### src/rtl/gate_sweep_pkg.sv
// Shared definitions for the gate sweep self-test sequencer: state codes and
// reference truth tables for common 2-input gates.
package gate_sweep_pkg;

    typedef logic [1:0] sweep_state_t;

    localparam sweep_state_t ST_IDLE   = 2'd0;
    localparam sweep_state_t ST_SETTLE = 2'd1;
    localparam sweep_state_t ST_SAMPLE = 2'd2;
    localparam sweep_state_t ST_DONE   = 2'd3;

    // Bit k is the gate output expected for input combination k.
    localparam logic [3:0] TT_AND = 4'b1000;
    localparam logic [3:0] TT_OR  = 4'b1110;
    localparam logic [3:0] TT_XOR = 4'b0110;

endpackage

### src/rtl/gate_sweep_ctrl_sweep_counter.sv
// Settle-time counter and input-combination index for the gate sweep.
// clear restarts a sweep, advance steps to the next combination.
module sweep_counter
    import gate_sweep_pkg::*;
#(
    parameter int N_IN          = 2,
    parameter int SETTLE_CYCLES = 2
) (
    input  logic            clk,
    input  logic            rst_n,
    input  logic            clear,
    input  logic            advance,
    input  logic            settle_en,
    output logic            settle_done,
    output logic            last_combo,
    output logic [N_IN-1:0] combo
);

    localparam int CW = $clog2(SETTLE_CYCLES + 1);
    localparam logic [CW-1:0] SETTLE_LAST = CW'(SETTLE_CYCLES - 1);

    logic [CW-1:0] settle_cnt;

    always_ff @(posedge clk or negedge rst_n) begin
        if (!rst_n) begin
            settle_cnt <= '0;
            combo      <= '0;
        end else if (clear) begin
            settle_cnt <= '0;
            combo      <= '0;
        end else if (advance) begin
            settle_cnt <= '0;
            combo      <= combo + 1'b1;
        end else if (settle_en) begin
            settle_cnt <= settle_cnt + 1'b1;
        end
    end

    assign settle_done = (settle_cnt == SETTLE_LAST);
    assign last_combo  = (combo == {N_IN{1'b1}});

endmodule

### src/rtl/gate_sweep_ctrl.sv
// Self-test sequencer: sweeps all gate input combinations, samples after a settle
// time and checks against EXPECT_TT. GATE_SWEEP_CAPTURE_EN builds the tt_out capture.
module gate_sweep_ctrl
    import gate_sweep_pkg::*;
#(
    parameter int                   N_IN          = 2,
    parameter int                   SETTLE_CYCLES = 2,
    parameter logic [(1<<N_IN)-1:0] EXPECT_TT     = TT_AND
) (
    input  logic                 clk,
    input  logic                 rst_n,
    input  logic                 start,
    output logic                 busy,
    output logic                 done,
    output logic                 pass,
    output logic [N_IN:0]        err_cnt,
    output logic [N_IN-1:0]      gate_in,
    input  logic                 gate_out,
    output logic [(1<<N_IN)-1:0] tt_out,
    output logic [1:0]           dbg_state
);

    localparam logic [N_IN:0] ERR_MAX = {1'b1, {N_IN{1'b0}}};

    sweep_state_t    state, state_nxt;
    logic            clear, advance, settle_en, settle_done, last_combo;
    logic [N_IN-1:0] combo;
    logic            mismatch;
    logic [N_IN:0]   err_nxt;

    sweep_counter #(
        .N_IN          (N_IN),
        .SETTLE_CYCLES (SETTLE_CYCLES)
    ) u_cnt (
        .clk         (clk),
        .rst_n       (rst_n),
        .clear       (clear),
        .advance     (advance),
        .settle_en   (settle_en),
        .settle_done (settle_done),
        .last_combo  (last_combo),
        .combo       (combo)
    );

    // start is only looked at in IDLE, so a start while busy is simply dropped.
    always_comb begin
        state_nxt = state;
        clear     = 1'b0;
        advance   = 1'b0;
        settle_en = 1'b0;
        case (state)
            ST_IDLE: begin
                if (start) begin
                    clear     = 1'b1;
                    state_nxt = ST_SETTLE;
                end
            end
            ST_SETTLE: begin
                settle_en = 1'b1;
                if (settle_done) state_nxt = ST_SAMPLE;
            end
            ST_SAMPLE: begin
                if (last_combo) begin
                    state_nxt = ST_DONE;
                end else begin
                    advance   = 1'b1;
                    state_nxt = ST_SETTLE;
                end
            end
            ST_DONE:  state_nxt = ST_IDLE;
            default:  state_nxt = ST_IDLE;
        endcase
    end

    assign mismatch = (gate_out != EXPECT_TT[combo]);
    assign err_nxt  = (mismatch && (err_cnt != ERR_MAX)) ? err_cnt + 1'b1 : err_cnt;

    // pass is resolved on the final sample edge so it is already valid alongside done.
    always_ff @(posedge clk or negedge rst_n) begin
        if (!rst_n) begin
            state   <= ST_IDLE;
            err_cnt <= '0;
            pass    <= 1'b0;
        end else begin
            state <= state_nxt;
            if (clear) begin
                err_cnt <= '0;
                pass    <= 1'b0;
            end else if (state == ST_SAMPLE) begin
                err_cnt <= err_nxt;
                if (last_combo) pass <= (err_nxt == '0);
            end
        end
    end

`ifdef GATE_SWEEP_CAPTURE_EN
    logic [(1<<N_IN)-1:0] tt_q;

    always_ff @(posedge clk or negedge rst_n) begin
        if (!rst_n) begin
            tt_q <= '0;
        end else if (clear) begin
            tt_q <= '0;
        end else if (state == ST_SAMPLE) begin
            tt_q[combo] <= gate_out;
        end
    end

    assign tt_out = tt_q;
`else
    assign tt_out = '0;
`endif

    assign busy      = (state != ST_IDLE);
    assign done      = (state == ST_DONE);
    assign gate_in   = busy ? combo : '0;
    assign dbg_state = state;

endmodule

### config.mk
export PLATFORM = sky130hd
export DESIGN_NAME = gate_sweep_ctrl
export DESIGN_NICKNAME = d
export VERILOG_FILES = /design/src/rtl/gate_sweep_pkg.sv /design/src/rtl/gate_sweep_ctrl_sweep_counter.sv /design/src/rtl/gate_sweep_ctrl.sv
export SDC_FILE = /design/constraint.sdc
export NUM_CORES = 1
export LEC_CHECK = 0
export CORE_ASPECT_RATIO = 1.4
export CORE_MARGIN = 3
export CORE_UTILIZATION = 30
export CTS_BUF_LIST = sky130_fd_sc_hd__clkbuf_4
export DETAILED_ROUTE_END_ITERATION = 6
export PLACE_DENSITY = 0.59
export SLEW_MARGIN = 30
export SYNTH_ARGS = -nofsm -noshare
export SYNTH_HDL_FRONTEND = slang
export SYNTH_SLANG_ARGS = --single-unit
### constraint.sdc
create_clock -name clk -period 3.1 [get_ports clk]
set_clock_uncertainty 0.05 [all_clocks]
set_input_delay 0.465 -clock clk [delete_from_list [all_inputs] [get_ports clk]]
set_output_delay 0.465 -clock clk [all_outputs]
set_load 0.03 [all_outputs]
==> results of run 1 <==
==> cells in the mapped netlist, types with 2 or more instances <==
| cell | count |
|---|---|
| sky130_fd_sc_hd__a22o_1 | 4 |
| sky130_fd_sc_hd__mux2_4 | 2 |
| sky130_fd_sc_hd__nand2b_1 | 2 |
| sky130_fd_sc_hd__nor2_1 | 3 |
| sky130_fd_sc_hd__ha_1 | 4 |
| sky130_fd_sc_hd__nor3_1 | 2 |
| sky130_fd_sc_hd__nand3b_1 | 2 |
| sky130_fd_sc_hd__dfrtp_1 | 10 |
| sky130_fd_sc_hd__nand2_1 | 6 |
| sky130_fd_sc_hd__o21ai_0 | 6 |
| sky130_fd_sc_hd__inv_1 | 6 |
| sky130_fd_sc_hd__buf_4 | 4 |
| sky130_fd_sc_hd__clkbuf_1 | 2 |
| sky130_fd_sc_hd__nor2b_1 | 3 |
==> registers in the layout (all words and copies together) (netlist names) <==
register	count
u_cnt.combo	2
u_cnt.settle_cnt	2
err_cnt	3
dbg_state	2
pass	1
==> worst paths after layout <==
check / endpoint / slack (ns)
max in group asynchronous: err_cnt[1] / 2.19
min in group asynchronous: dbg_state[1] / 0.47
setup reg to reg: err_cnt[1] / 1.32
setup / recovery: gate_in[1] / 0.80
hold reg to reg: u_cnt.settle_cnt[1] / 0.43
hold / removal: u_cnt.settle_cnt[1] / 0.43
==> critical path: stages (launching register included) <==
cell	delay [ns]
sky130_fd_sc_hd__dfrtp_1	0.55
sky130_fd_sc_hd__nor2_1	0.15
sky130_fd_sc_hd__nor2b_1	0.13
sky130_fd_sc_hd__clkdlybuf4s50_1	0.68
==> cell families after synthesis <==
| group | count (synthesis) | share of synthesized area, % |
|---|---|---|
| other | 1 | 0.576 |
| AND/OR/NAND/NOR | 21 | 16.5 |
| multiplexers | 3 | 6.35 |
| buffers and inverters | 12 | 9.23 |
| flip-flops | 10 | 38.5 |
| XOR/XNOR | 1 | 2.50 |
| adder cells (fa/ha/maj) | 4 | 7.69 |
| AO/OA/AOI/OAI | 17 | 18.7 |
==> power by group <==
group          total, mW  switching (mW)  leakage (nW)  internal, mW
registers          0.234          0.0640         0.133         0.170
clock network     0.0888          0.0440        0.0138        0.0448
logic              0.360           0.195         0.205         0.165
total              0.683           0.303         0.352         0.380
==> per-layer routing <==
metal,wire length [um],share of wire [%],up-vias
met1,589,45,236
met2,635,49,12
met4,29,2.2,0
met3,47,3.6,5
li1,-,-,258
met5,0,0,-
==> cell type report <==
type	count	area, um^2
clock buffers	3	22.5
inverters	6	22.5
repair buffers	13	130
well taps	21	26.3
fillers	212	1220
multi-input cells	50	352
flip-flops and latches	10	250
==> stage by stage <==
| stage | hold WS, ns | setup slack, ns | power (mW) | util, % | instances |
|---|---|---|---|---|---|
| after global placement | 0.418 | 1.10 | 0.591 | 38.6 | 100 |
| after global routing | 0.482 | 0.723 | 0.734 | 39.8 | 103 |
| after detailed placement | 0.427 | 1.09 | 0.599 | 38.6 | 100 |
| after CTS | 0.439 | 0.785 | 0.693 | 39.8 | 103 |
| final | 0.434 | 0.798 | 0.683 | 39.8 | 103 |
| after floorplan | 0.119 | 1.21 | 0.481 | - | 72 |
==> impl_metrics.prom, run 1 <==
# TYPE chip_impl_metric gauge
chip_impl_info{name="run_status",value="complete, no violations"} 1
chip_impl_info{name="grt-busiest-layer",value="met2"} 1
chip_impl_metric{name="clk_slew_on_worst_s_h_paths",unit="ns"} 0.07
chip_impl_info{name="setup.worst_path.start_class",value="flip-flop"} 1
chip_impl_metric{name="worstRegToRegCells",unit=""} 5
chip_impl_metric{name="die_h",unit="um"} 61.1
chip_impl_info{name="rsz_0062_raised_after_global_routing",value="false"} 1
chip_impl_info{name="tritoncts",value="yes"} 1
chip_impl_metric{name="drtIter0Drc",unit=""} 6
chip_impl_metric{name="timing.final.hold_violations",unit=""} 0
chip_impl_info{name="synth_ff_type",value="sky130_fd_sc_hd__dfrtp_1"} 1
chip_impl_metric{name="syn_area_per_cell",unit="um^2"} 9.43
chip_impl_metric{name="fin_nets",unit=""} 92
chip_impl_metric{name="synth_enable_flop_cells",unit=""} 0
chip_impl_metric{name="static-leakage-power",unit="nW"} 0.352
chip_impl_metric{name="synthCells",unit=""} 69
chip_impl_info{name="cts.root.buffer_cell",value="sky130_fd_sc_hd__clkbuf_4"} 1
chip_impl_metric{name="netlist_area",unit="um^2"} 651
chip_impl_metric{name="post_route_clock_period_utilization",unit="%"} 74.3
chip_impl_metric{name="cts_setup_buffers",unit=""} 0
chip_impl_metric{name="peakVddDrop",unit="mV"} 0.398
chip_impl_metric{name="grt.met3_usage",unit="%"} 2.05
chip_impl_metric{name="groute.usage.overall",unit="%"} 11.1
chip_impl_metric{name="num_vias",unit=""} 511
chip_impl_metric{name="post_cts_resized",unit=""} 0
chip_impl_metric{name="report.final.setup_viol",unit=""} 0
chip_impl_metric{name="power-per-cell-area",unit="nW/um^2"} 850
chip_impl_info{name="synthDominantAreaCellType",value="sky130_fd_sc_hd__dfrtp_1"} 1
chip_impl_metric{name="placeableCoreArea",unit="um^2"} 2020
chip_impl_metric{name="finalMaxSlewViolations",unit=""} 0
chip_impl_info{name="hold_crit_path_type",value="flip-flop to flip-flop"} 1
chip_impl_metric{name="fin_setup_tns",unit="ns"} 0
chip_impl_metric{name="totalWireLength",unit="um"} 1300
chip_impl_metric{name="synth_seq_area_share",unit="%"} 38.5
chip_impl_metric{name="detailed_route_vias_per_instance",unit=""} 4.96
chip_impl_metric{name="wire_length_of_the_first_global_routing_pass",unit="um"} 2260
chip_impl_metric{name="post_drt_wl_per_cell",unit="um"} 12.6
chip_impl_metric{name="postRouteAntennaNets",unit=""} 0
chip_impl_metric{name="worst_ep_arrival_time",unit="ns"} 1.79
chip_impl_metric{name="cts_buffer_depth",unit=""} 2
chip_impl_metric{name="die_area",unit="um^2"} 2770
chip_impl_metric{name="flow.area_growth_from_synthesis",unit="%"} 23.5
chip_impl_metric{name="cts-htree-levels",unit=""} 1
chip_impl_info{name="path_class",value="flip-flop to output port"} 1
chip_impl_metric{name="gr-usage-met1",unit="%"} 14.5
chip_impl_metric{name="yosysWarningCount",unit=""} 0
chip_impl_metric{name="firstDrtPassIters",unit=""} 2
chip_impl_metric{name="finalWorstPathRequiredPeriod",unit="ns"} 2.30
chip_impl_info{name="netlist_top_cells_area",value="sky130_fd_sc_hd__dfrtp_1 (38%), sky130_fd_sc_hd__ha_1 (7.7%), sky130_fd_sc_hd__a22o_1 (5.4%)"} 1
chip_impl_metric{name="n_antenna_cell",unit=""} 0
chip_impl_metric{name="grt_overflow",unit=""} 0
chip_impl_metric{name="place_area",unit="um^2"} 781
chip_impl_metric{name="yosys_register_bits",unit=""} 10
chip_impl_metric{name="worst_hold_path.num_cells",unit=""} 2
chip_impl_info{name="critPathLaunch",value="dbg_state[1]"} 1
chip_impl_info{name="layout_common_cells",value="sky130_fd_sc_hd__clkdlybuf4s50_1 (13), sky130_fd_sc_hd__dfrtp_1 (10), sky130_fd_sc_hd__inv_1 (6), sky130_fd_sc_hd__o21ai_0 (6), sky130_fd_sc_hd__nand2_1 (6)"} 1
chip_impl_metric{name="clock_net_sink_count",unit=""} 10
chip_impl_metric{name="timing.critical_path.fanout_max",unit=""} 13
chip_impl_metric{name="maximum_frequency_from_static_timing_analysis",unit="MHz"} 434
chip_impl_metric{name="timing.max_cap.violations",unit=""} 0
chip_impl_metric{name="share_of_post_route_cells_with_drive_strength_above_1",unit="%"} 12.2
chip_impl_info{name="commonest_non_fill_non_tap_cell_in_the_layout",value="sky130_fd_sc_hd__clkdlybuf4s50_1"} 1
chip_impl_metric{name="cts_buffer_count",unit=""} 3
chip_impl_metric{name="number_of_global_route_vias_before_repair",unit=""} 495
chip_impl_metric{name="io_pins",unit=""} 18
chip_impl_metric{name="clk_latency",unit="ns"} 0.27
chip_impl_metric{name="die_width",unit="um"} 45.4
chip_impl_metric{name="cts_hold_repair.buffers",unit=""} 0
chip_impl_info{name="regToRegStartpoint",value="u_cnt.combo[1]"} 1
chip_impl_metric{name="critPathRequiredTime",unit="ns"} 2.58
chip_impl_metric{name="initial_utilization",unit="%"} 32.2
chip_impl_metric{name="finish.instance_area",unit="um^2"} 803
chip_impl_metric{name="detailed_place_hpwl",unit="um"} 1000
chip_impl_metric{name="yosysUniqueCellTypes",unit=""} 27
chip_impl_metric{name="floorplan.rows",unit=""} 19
chip_impl_metric{name="number_of_buffer_cells_added_on_primary_ports",unit=""} 13
chip_impl_metric{name="grt_max_degree",unit=""} 14
chip_impl_metric{name="yosysTopAreaCellShare",unit="%"} 38.5
chip_impl_metric{name="gr-usage-met2",unit="%"} 17.2
chip_impl_info{name="hold_start",value="u_cnt.settle_cnt[1]"} 1
chip_impl_metric{name="antenna_violations_before_repair",unit=""} 0
chip_impl_metric{name="drc_errors",unit=""} 0
chip_impl_metric{name="synth_async_sr_flop_share",unit="%"} 100
chip_impl_metric{name="finalWeightedCongestion",unit=""} 0.680
chip_impl_info{name="timing.critical_path.to_type",value="output port"} 1
Note: power is estimated with default switching activity, not from simulation.
==> run 2, diff against run 1 <==
- PLACE_DENSITY: 0.59 -> 0.61
- clock period: 3.1 -> 1.9 ns (I/O delays scaled with it)
==> run 2 against run 1 <==
- global-route usage rose by 1.2 points
- sequential share of layout area fell by 1.1 points
- total power rose by 68%
- critical path depth fell by 1
- sequential cell count did not move
- cell count rose by 3.9%
- clock-buffer cell count did not move
- critical path type unchanged
- highest routed layer unchanged
==> impl_metrics.prom, run 2 (synthesized netlist as in run 1, its figures left out) <==
# TYPE chip_impl_metric gauge
chip_impl_metric{name="finalMaxSlewViolations",unit=""} 0
chip_impl_metric{name="clk_slew_on_worst_s_h_paths",unit="ns"} 0.07
chip_impl_metric{name="groute.usage.overall",unit="%"} 12.3
chip_impl_metric{name="whs",unit="ns"} 0.283
chip_impl_metric{name="antenna_violations_before_repair",unit=""} 0
chip_impl_metric{name="die_area",unit="um^2"} 2770
chip_impl_metric{name="worst_ep_arrival_time",unit="ns"} 1.51
chip_impl_metric{name="totalWireLength",unit="um"} 1380
chip_impl_metric{name="report.final.setup_viol",unit=""} 0
chip_impl_metric{name="post_drt_wl_per_cell",unit="um"} 12.9
chip_impl_metric{name="finalWeightedCongestion",unit=""} 0.767
chip_impl_metric{name="finalWorstPathRequiredPeriod",unit="ns"} 1.85
chip_impl_info{name="run_status",value="complete, no violations"} 1
chip_impl_metric{name="internal-power",unit="mW"} 0.640
chip_impl_metric{name="worstRegToRegCells",unit=""} 5
chip_impl_metric{name="num_vias",unit=""} 521
chip_impl_info{name="layout_common_cells",value="sky130_fd_sc_hd__dfrtp_1 (10), sky130_fd_sc_hd__clkdlybuf4s50_1 (9), sky130_fd_sc_hd__inv_1 (6), sky130_fd_sc_hd__o21ai_0 (6), sky130_fd_sc_hd__nand2_1 (6)"} 1
chip_impl_info{name="hold_crit_path_type",value="input pin to asynchronous set/reset pin"} 1
chip_impl_metric{name="die_width",unit="um"} 45.4
chip_impl_info{name="cts.root.buffer_cell",value="sky130_fd_sc_hd__clkbuf_4"} 1
chip_impl_info{name="commonest_non_fill_non_tap_cell_in_the_layout",value="sky130_fd_sc_hd__dfrtp_1"} 1
chip_impl_metric{name="cts_buffer_count",unit=""} 3
chip_impl_metric{name="fin_nets",unit=""} 95
chip_impl_metric{name="wire_length_of_the_first_global_routing_pass",unit="um"} 2370
chip_impl_metric{name="timing.critical_path.fanout_max",unit=""} 9
chip_impl_metric{name="n_antenna_cell",unit=""} 0
chip_impl_metric{name="floorplan.rows",unit=""} 19
chip_impl_info{name="reg_to_reg_endpoint",value="err_cnt[0]"} 1
chip_impl_metric{name="postRouteAntennaNets",unit=""} 0
chip_impl_metric{name="number_of_buffer_cells_added_on_primary_ports",unit=""} 13
chip_impl_metric{name="fin_setup_tns",unit="ns"} 0
chip_impl_metric{name="peakVddDrop",unit="mV"} 0.455
chip_impl_info{name="rsz_0062_raised_after_global_routing",value="false"} 1
chip_impl_info{name="path_class",value="flip-flop to output port"} 1
chip_impl_metric{name="power_frac_comb",unit="%"} 56.5
chip_impl_metric{name="power.share.clock",unit="%"} 13.8
chip_impl_metric{name="power.share.sequential",unit="%"} 29.7
chip_impl_info{name="timing.critical_path.to_type",value="output port"} 1
chip_impl_metric{name="dp_slack",unit="ns"} 0.105
chip_impl_metric{name="timing.max_cap.violations",unit=""} 0
chip_impl_metric{name="clk_latency",unit="ns"} 0.27
chip_impl_metric{name="critPathRequiredTime",unit="ns"} 1.56
chip_impl_metric{name="post-route-worst-setup-slack",unit="ns"} 0.0518
chip_impl_metric{name="grt_overflow",unit=""} 0
chip_impl_metric{name="cts_hold_repair.buffers",unit=""} 0
chip_impl_metric{name="detailed_place_hpwl",unit="um"} 1090
chip_impl_metric{name="io_pins",unit=""} 18
chip_impl_metric{name="sw_frac_of_total",unit="%"} 44.3
chip_impl_metric{name="cts_buffer_depth",unit=""} 2
chip_impl_metric{name="post_route_clock_period_utilization",unit="%"} 97.3
chip_impl_metric{name="firstDrtPassIters",unit=""} 2
chip_impl_metric{name="ff_latch_area",unit="um^2"} 250
chip_impl_metric{name="grt_max_degree",unit=""} 12
chip_impl_metric{name="switching_power",unit="mW"} 0.509
chip_impl_metric{name="static-leakage-power",unit="nW"} 0.402
chip_impl_metric{name="timing.final.hold_violations",unit=""} 0
chip_impl_metric{name="share_of_post_route_cells_with_drive_strength_above_1",unit="%"} 15.1
chip_impl_metric{name="fillerInstances",unit=""} 208
chip_impl_metric{name="number_of_global_route_vias_before_repair",unit=""} 528
chip_impl_metric{name="placeableCoreArea",unit="um^2"} 2020
chip_impl_metric{name="power-per-cell-area",unit="nW/um^2"} 1380
chip_impl_info{name="setup.worst_path.start_class",value="flip-flop"} 1
chip_impl_metric{name="drtIter0Drc",unit=""} 4
chip_impl_metric{name="cts-htree-levels",unit=""} 1
chip_impl_metric{name="flow.area_growth_from_synthesis",unit="%"} 27.9
chip_impl_info{name="largest-register",value="err_cnt"} 1
chip_impl_metric{name="largest_register_ffs",unit=""} 3
chip_impl_metric{name="area_used_by_multi_input_combinational_logic",unit="um^2"} 352
chip_impl_metric{name="die_h",unit="um"} 61.1
chip_impl_metric{name="maximum_frequency_from_static_timing_analysis",unit="MHz"} 541
chip_impl_info{name="regToRegStartpoint",value="u_cnt.combo[0]"} 1
chip_impl_metric{name="drc_errors",unit=""} 0
chip_impl_metric{name="initial_utilization",unit="%"} 32.2
chip_impl_info{name="tritoncts",value="yes"} 1
chip_impl_metric{name="clock_net_sink_count",unit=""} 10
chip_impl_metric{name="detailed_route_vias_per_instance",unit=""} 4.87
chip_impl_metric{name="rrSetupSlack",unit="ns"} 0.24
-- run 2: cell types whose count changed in the layout (fill, tap and decap cells not counted), sizes merged --
| cell | change |
|---|---|
| buf | +3 |
| clkdlybuf4s50 | -4 |
| clkinv | +1 |
| dlygate4sd2 | +2 |
| dlymetal6s2s | +2 |
-- run 2: worst max-delay path by stage --
stage	startpoint	slack, ns	cells past startpoint	endpoint
final	dbg_state[0]	0.05	2	dbg_state[0]
after global routing	dbg_state[0]	0.006	2	dbg_state[0]
after CTS	dbg_state[1]	0.008	3	busy
after detailed placement	gate_out	0.10	5	err_cnt[0]
after global placement	gate_out	0.10	5	err_cnt[0]
after floorplan	err_cnt[0]	0.19	6	err_cnt[0]
-- run 2: cell type report --
type	count	share of cell area, %
Clock buffer	3	2.71
Clock inverter	1	0.451
Inverter	6	2.71
Multi-Input combinational cell	50	42.3
Sequential cell	10	30.1
Tap cell	21	3.16
Timing Repair Buffer	16	18.6
-- run 2: power groups by stage --
stage          Clock, mW  Sequential (mW)  Combinational, mW
6_report           0.159            0.341              0.649
2_1_floorplan          0            0.393              0.391
3_3_place_gp           0            0.343              0.652
4_1_cts            0.165            0.341              0.664
5_1_grt            0.176            0.352              0.720
3_5_place_dp           0            0.345              0.670
-- run 2: metrics by stage --
step / utilization [%] / total power [mW] / area, um^2 / cells
6_report: 41.2 / 1.15 / 832 / 107
5_1_grt: 41.2 / 1.25 / 832 / 107
4_1_cts: 40.9 / 1.17 / 827 / 107
3_5_place_dp: 39.8 / 1.02 / 803 / 103
3_3_place_gp: 39.8 / 0.995 / 803 / 103
2_1_floorplan: - / 0.784 / 662 / 72
-- run 2: what timing repair did --
action,CTS,global route
setup buffers,0,0
gates resized for setup,2,2
endpoints found under the setup margin,2,2
-- run 2: critical path, stage by stage, from the launching register on --
cell                              delay [ns]
sky130_fd_sc_hd__dfrtp_1                0.39
sky130_fd_sc_hd__buf_4                  0.17
sky130_fd_sc_hd__clkdlybuf4s50_1        0.67
-- run 2: metal layers --
layer  global-route usage, %  vias to the layer above  share of wire, %
met1                    13.1                      247                38
met3                    3.51                        3               3.8
met2                    21.1                       11                56
met4                    7.53                        0               2.1
li1                        -                      260                 -
met5                       0                        -                 0
